--- src/rtl/vga_fb_arbiter.sv ---
// Framebuffer RAM arbiter: guaranteed VGA prefetch slots, writer gets the rest.
// Optional macro FB_ARB_VBLANK_WR_EN restricts writer transfers to vertical blanking.
module vga_fb_arbiter #(
  parameter int unsigned H_DISPLAY = 640,
  parameter int unsigned V_DISPLAY = 480,
  parameter int unsigned H_TOTAL   = 800,
  parameter int unsigned V_TOTAL   = 525,
  parameter int unsigned ADDR_W    = 15
) (
  input  logic              clk,
  input  logic              reset,
  input  logic [9:0]        h_count,
  input  logic [9:0]        v_count,
  output logic [ADDR_W-1:0] mem_addr,
  output logic              mem_we,
  output logic [15:0]       mem_wdata,
  input  logic [15:0]       mem_rdata,
  input  logic              wr_valid,
  output logic              wr_ready,
  input  logic [ADDR_W-1:0] wr_addr,
  input  logic [15:0]       wr_data,
  output logic              pixel_out,
  output logic              pixel_valid
);

  localparam int unsigned       WORDS_PER_LINE = H_DISPLAY / 16;
  localparam logic [9:0]        H_PRELOAD      = 10'(H_TOTAL - 3);
  localparam logic [9:0]        H_SLOT_END     = 10'(H_DISPLAY - 16);
  localparam logic [9:0]        H_VIS          = 10'(H_DISPLAY);
  localparam logic [9:0]        V_VIS          = 10'(V_DISPLAY);
  localparam logic [9:0]        V_LAST         = 10'(V_TOTAL - 1);
  localparam logic [ADDR_W-1:0] FB_WORDS       = ADDR_W'(WORDS_PER_LINE * V_DISPLAY);

  localparam logic [1:0] OWN_IDLE  = 2'd0;
  localparam logic [1:0] OWN_FETCH = 2'd1;
  localparam logic [1:0] OWN_WRITE = 2'd2;

  logic              preload_slot, inline_slot, slot_used, xfer;
  logic [9:0]        tgt_line, tgt_col;
  logic [ADDR_W-1:0] fetch_addr;
  logic [1:0]        owner_d;

  logic [ADDR_W-1:0] mem_addr_q, mem_addr_d;
  logic              mem_we_q, mem_we_d;
  logic [15:0]       mem_wdata_q, mem_wdata_d;
  logic              fetch_p1_q, fetch_p2_q;
  logic [15:0]       pbuf_q, pbuf_d;
  logic [15:0]       shreg_q, shreg_d;
  logic              pix_q, pix_d;
  logic              pvalid_q, pvalid_d;
  logic              armed_q, armed_d;
  logic              vis, cur_bit;

  always_comb begin
    preload_slot = (h_count == H_PRELOAD);
    inline_slot  = (h_count < H_SLOT_END) && (h_count[3:0] == 4'd13);
    if (preload_slot) begin
      tgt_line = (v_count == V_LAST) ? '0 : v_count + 10'd1;
      tgt_col  = '0;
    end else begin
      tgt_line = v_count;
      tgt_col  = (h_count + 10'd3) >> 4;
    end
    slot_used  = (preload_slot || inline_slot) && (tgt_line < V_VIS);
    fetch_addr = ADDR_W'(32'(tgt_line) * WORDS_PER_LINE + 32'(tgt_col));
  end

`ifdef FB_ARB_VBLANK_WR_EN
  assign wr_ready = !slot_used && !reset && (v_count >= V_VIS);
`else
  assign wr_ready = !slot_used && !reset;
`endif

  assign xfer = wr_valid && wr_ready;

  always_comb begin
    owner_d = OWN_IDLE;
    if (slot_used)                         owner_d = OWN_FETCH;
    else if (xfer && (wr_addr < FB_WORDS)) owner_d = OWN_WRITE;

    mem_addr_d  = mem_addr_q;
    mem_wdata_d = mem_wdata_q;
    mem_we_d    = 1'b0;
    case (owner_d)
      OWN_FETCH: mem_addr_d = fetch_addr;
      OWN_WRITE: begin
        mem_addr_d  = wr_addr;
        mem_wdata_d = wr_data;
        mem_we_d    = 1'b1;
      end
      default: ;
    endcase
  end

  // The prefetch word lands at h%16==15 and is consumed at h%16==0, so buffer
  // and shift register never contend within a word.
  always_comb begin
    pbuf_d  = fetch_p2_q ? mem_rdata : pbuf_q;
    vis     = (h_count < H_VIS) && (v_count < V_VIS);
    if (h_count[3:0] == 4'd0) begin
      cur_bit = pbuf_q[15];
      shreg_d = {pbuf_q[14:0], 1'b0};
    end else begin
      cur_bit = shreg_q[15];
      shreg_d = {shreg_q[14:0], 1'b0};
    end
    pix_d    = vis && armed_q && cur_bit;
    pvalid_d = vis;
    armed_d  = armed_q || preload_slot;
  end

  always_ff @(posedge clk) begin
    if (reset) begin
      mem_addr_q  <= '0;
      mem_we_q    <= 1'b0;
      mem_wdata_q <= '0;
      fetch_p1_q  <= 1'b0;
      fetch_p2_q  <= 1'b0;
      pbuf_q      <= '0;
      shreg_q     <= '0;
      pix_q       <= 1'b0;
      pvalid_q    <= 1'b0;
      armed_q     <= 1'b0;
    end else begin
      mem_addr_q  <= mem_addr_d;
      mem_we_q    <= mem_we_d;
      mem_wdata_q <= mem_wdata_d;
      fetch_p1_q  <= (owner_d == OWN_FETCH);
      fetch_p2_q  <= fetch_p1_q;
      pbuf_q      <= pbuf_d;
      shreg_q     <= shreg_d;
      pix_q       <= pix_d;
      pvalid_q    <= pvalid_d;
      armed_q     <= armed_d;
    end
  end

  // Outputs forced low while reset is high so a transfer accepted just before
  // reset never reaches the RAM.
  assign mem_addr    = reset ? '0 : mem_addr_q;
  assign mem_we      = mem_we_q && !reset;
  assign mem_wdata   = reset ? '0 : mem_wdata_q;
  assign pixel_out   = pix_q && !reset;
  assign pixel_valid = pvalid_q && !reset;

endmodule
--- config.mk ---
export PLATFORM = sky130hd
export DESIGN_NAME = vga_fb_arbiter
export DESIGN_NICKNAME = d
export VERILOG_FILES = /design/src/rtl/vga_fb_arbiter.sv
export SDC_FILE = /design/constraint.sdc
export NUM_CORES = 1
export LEC_CHECK = 0
export CORE_MARGIN = 3
export CORE_UTILIZATION = 53
export DETAILED_ROUTE_END_ITERATION = 6
export GPL_ROUTABILITY_DRIVEN = 0
export PLACE_DENSITY = 0.87
export SYNTH_ARGS = -nofsm -noshare
export SYNTH_HDL_FRONTEND = slang
export SYNTH_SLANG_ARGS = --single-unit
export TNS_END_PERCENT = 100
--- constraint.sdc ---
create_clock -name clk -period 7.95 [get_ports clk]
set_input_delay 1.59 -clock clk [delete_from_list [all_inputs] [get_ports clk]]
set_output_delay 1.59 -clock clk [all_outputs]
set_load 0.05 [all_outputs]
==> results.txt <==
- DIE HEIGHT: 91.3 um
- Dividing total power by cell area gives a power density of 156 nW/um2.
- Kind of end point of the critical path: output port
* Critical Path Source Type: primary input
- Number of buffers created by CTS: 9
- Leftover overflow at the end of global routing: 0
- Maximum clock frequency: 164 MHz
- Summing all multi-input logic gate instances after layout gives 2370 um2.
- Dividing the detail-routed wire length by the instance count gives 15.4 um.
* Final layout net count: 624
* RSZ-0062 raised after global routing: false
- Via count: 3435
* Maximum fanout encountered on the critical timing path: 12
- Measured in cells, the most critical reg-to-reg path has a length of 2.
- Setup violations, final: 0
- Setup tns final: 0 ps
- Compared with the post-synthesis result, the final layout area differs by 33.0%.
* Number of violations reported at the end of detailed-routing iteration 0: 80
- Cell count after synthesis: 435
- Reg-to-reg endpoint: pbuf_q[12]
- Post-route fraction of the period consumed by the critical path: 76.8%
- Global routing used 23.2% of the available tracks across all layers.
* Top cell type by total area after synthesis: dfxtp_1
- The detail route stage leaves a number of antenna-violating nets equal to 0.
- The final count of pins violating max slew is 0.
- Buffer levels on the longest clock path: 2
* Antenna violations before repair: 0
* P_leak: 0.00192 uW
* Synthesized area divided by synthesized cell count: 8.86 um2
* Core Region: 6910 um2
* Synthesized Nets: 528
- Post-CTS repair changed the size of 0 cells.
- Setup crit start: h_count[7]
* Setup slack of the most critical reg-to-reg path: 6540 ps
* Vias in the first global route: 3426
- The floorplan step set the die width to 91.3 um.
- Share of Yosys cell area claimed by the top area cell type: 35.3%
- The final-report hold violation count came to 0.
* Clock latency reported for the late side of the worst-skew pair: 340 ps
- Outcome: finished, final reports clean
- In the final layout, flip-flops and latches occupy 1360 um2.
* Std cell rows: 30
- The worst hold path belongs to the class reg -> reg.
* Hold Buf Count CTS: 0
* Clock tree skew after final layout: 10.5 ps
* Max Cap Violations: 0
- The worst-case IR drop observed on VDD is 0.0737 mV.
- In the routed design, unresolved DRC markers number 0.
- After clock tree synthesis, the clock-pin slew on the worst setup and hold paths is 80 ps.
- TritonCTS clock tree: done
- Entering global routing, the biggest net connects 47 pins.
- The critical path is of the in -> out type.
- Number of buffers inserted by post-CTS setup repair: 0
- The first global-routing pass estimated 15700 um of wire.
- Number of sinks driven by the clock tree: 68
* Cell area after technology mapping: 3850 um2
- Count of filler cells inserted in the layout: 555
- Count of state elements after synthesis: 68
* Startpoint of the lowest-slack register-to-register path: fetch_p2_q
- Leading register cell type out of synthesis: dfxtp_1
* Yosys warning total: 0
- Number of enable-type register cells in the synthesized netlist: 0
- Number of diodes: 0
- Initial cell density of the core: 55.8%
* Share of synthesized registers carrying an async set or reset: 0%
- Headroom to the max-slew limit came out at 35.5%.
- Worst path arrival time: 4510 ps
- The most critical setup path has its endpoint at wr_ready.
- Period minus WS final: 6100 ps
- Library cells used by synthesis: 53
* DR pass1 iterations: 5
- OpenSTA, run right after detailed placement, puts the worst setup slack at 1780 ps.
* Final worst slack: 1850 ps
- The die covers 8330 um2.
- Ports placed on the boundary: 105
* DP Wirelength: 7360 um
- Port buffer count: 104
* Actual transition at the worst max-transition pin: 968 ps
- The H-tree was split into 3 levels.
* Fraction of final layout cells sized beyond drive strength 1: 8.96%
- After synthesis, flip-flops and latches occupy 35.3% of the total area.
- In the post-synthesis netlist, the biggest area contributors are dfxtp_1 (35%), mux2i_1 (7.3%), nor2b_1 (7.0%).
* Final wirelength: 9710 um
- Critical Path RT: 6360 ps
* Mean number of vias per cell: 5.44
- The tree is rooted in a clkbuf_8.
-- how the worst min path moves through the flow --
stage,start,endpoint,slack (ps),cells after the start
4_1_cts,shreg_q[5],shreg_q[6],430,2
3_3_place_gp,fetch_p1_q,fetch_p2_q,420,1
5_1_grt,shreg_q[5],shreg_q[6],450,2
2_1_floorplan,fetch_p1_q,fetch_p2_q,410,1
6_report,shreg_q[5],shreg_q[6],430,2
3_5_place_dp,fetch_p1_q,fetch_p2_q,430,1
-- worst max-delay path: stages --
cell and delay (ps):
clkdlybuf4s50_1 500, nand4bb_1 300, nor3_2 560, a21o_1 190, a21oi_1 60, or3_1 390, nor2b_1 150, clkdlybuf4s50_1 760
-- cell families after synthesis --
family	share of synthesized area, %
buf+inv	3.31
mux	12.2
fa+ha+maj	7.85
compound gates	12.2
simple gates	23.4
xor+xnor	5.68
flops	35.3
-- cell usage in the layout (no fill, tap or decap), types with 8 or more instances in the layout --
cell	n
mux2_2	17
ha_1	21
inv_1	8
xor2_1	11
o21ai_0	8
nand2_1	45
xnor2_1	14
mux2i_1	28
nor2_1	42
nor2b_1	43
clkdlybuf4s50_1	103
a211oi_1	9
clkbuf_8	9
a21oi_1	27
dfxtp_1	68
-- registers in the layout (all words and copies together), names as in the netlist --
register	cells
shreg_q	15
mem_wdata_q	16
pix_q	1
mem_we_q	1
mem_addr_q	15
fetch_p1_q	1
pvalid_q	1
armed_q	1
fetch_p2_q	1
pbuf_q	16
-- area by class of cell --
cell class	instances	share of cell area, %
clock buffers	9	2.42
flip-flops and latches	68	26.6
well taps	96	2.34
multi-input cells	336	46.3
clock inverters	7	1.03
inverters	8	0.586
repair buffers	108	20.8
-- cell usage after synthesis (all sizes together), types with 3 or more instances --
master,instances
mux2i,28
xnor2,14
nor3b,6
nor2b,43
buf,10
clkbuf,13
dfxtp,68
and4,3
o22ai,3
nand3,5
o31ai,5
xor2,11
a211oi,9
nand4,3
a21oi,28
inv,8
o21ai,9
nor2,42
nand2,45
nor3,6
mux2,17
nor4,3
a22oi,3
a21o,5
ha,21
or3,3
-- stage by stage --
step / util (%) / hold WS, ps / instances / power, uW / area, um2
4_1_cts: 74.2 / 430 / 632 / 804 / 5130
3_3_place_gp: 71.7 / 421 / 616 / 549 / 4950
5_1_grt: 74.2 / 451 / 632 / 835 / 5130
3_5_place_dp: 71.7 / 428 / 616 / 555 / 4950
6_report: 74.2 / 430 / 632 / 798 / 5130
2_1_floorplan: - / 414 / 435 / 482 / 3850
-- layer usage --
| metal | global-route usage, % | part of all wire [%] | vias up |
|---|---|---|---|
| met5 | 0 | 0 | - |
| met4 | 11.1 | 2.5 | 0 |
| met3 | 4.47 | 3.1 | 23 |
| met2 | 41.4 | 52 | 87 |
| met1 | 26.5 | 42 | 1612 |
| li1 | - | - | 1713 |
-- report_power, final --
group	switching [uW]	total, uW	internal, uW
clock network	136	249	114
logic	102	195	93.0
registers	2.89	354	351
Note: power is estimated with default switching activity, not from simulation.
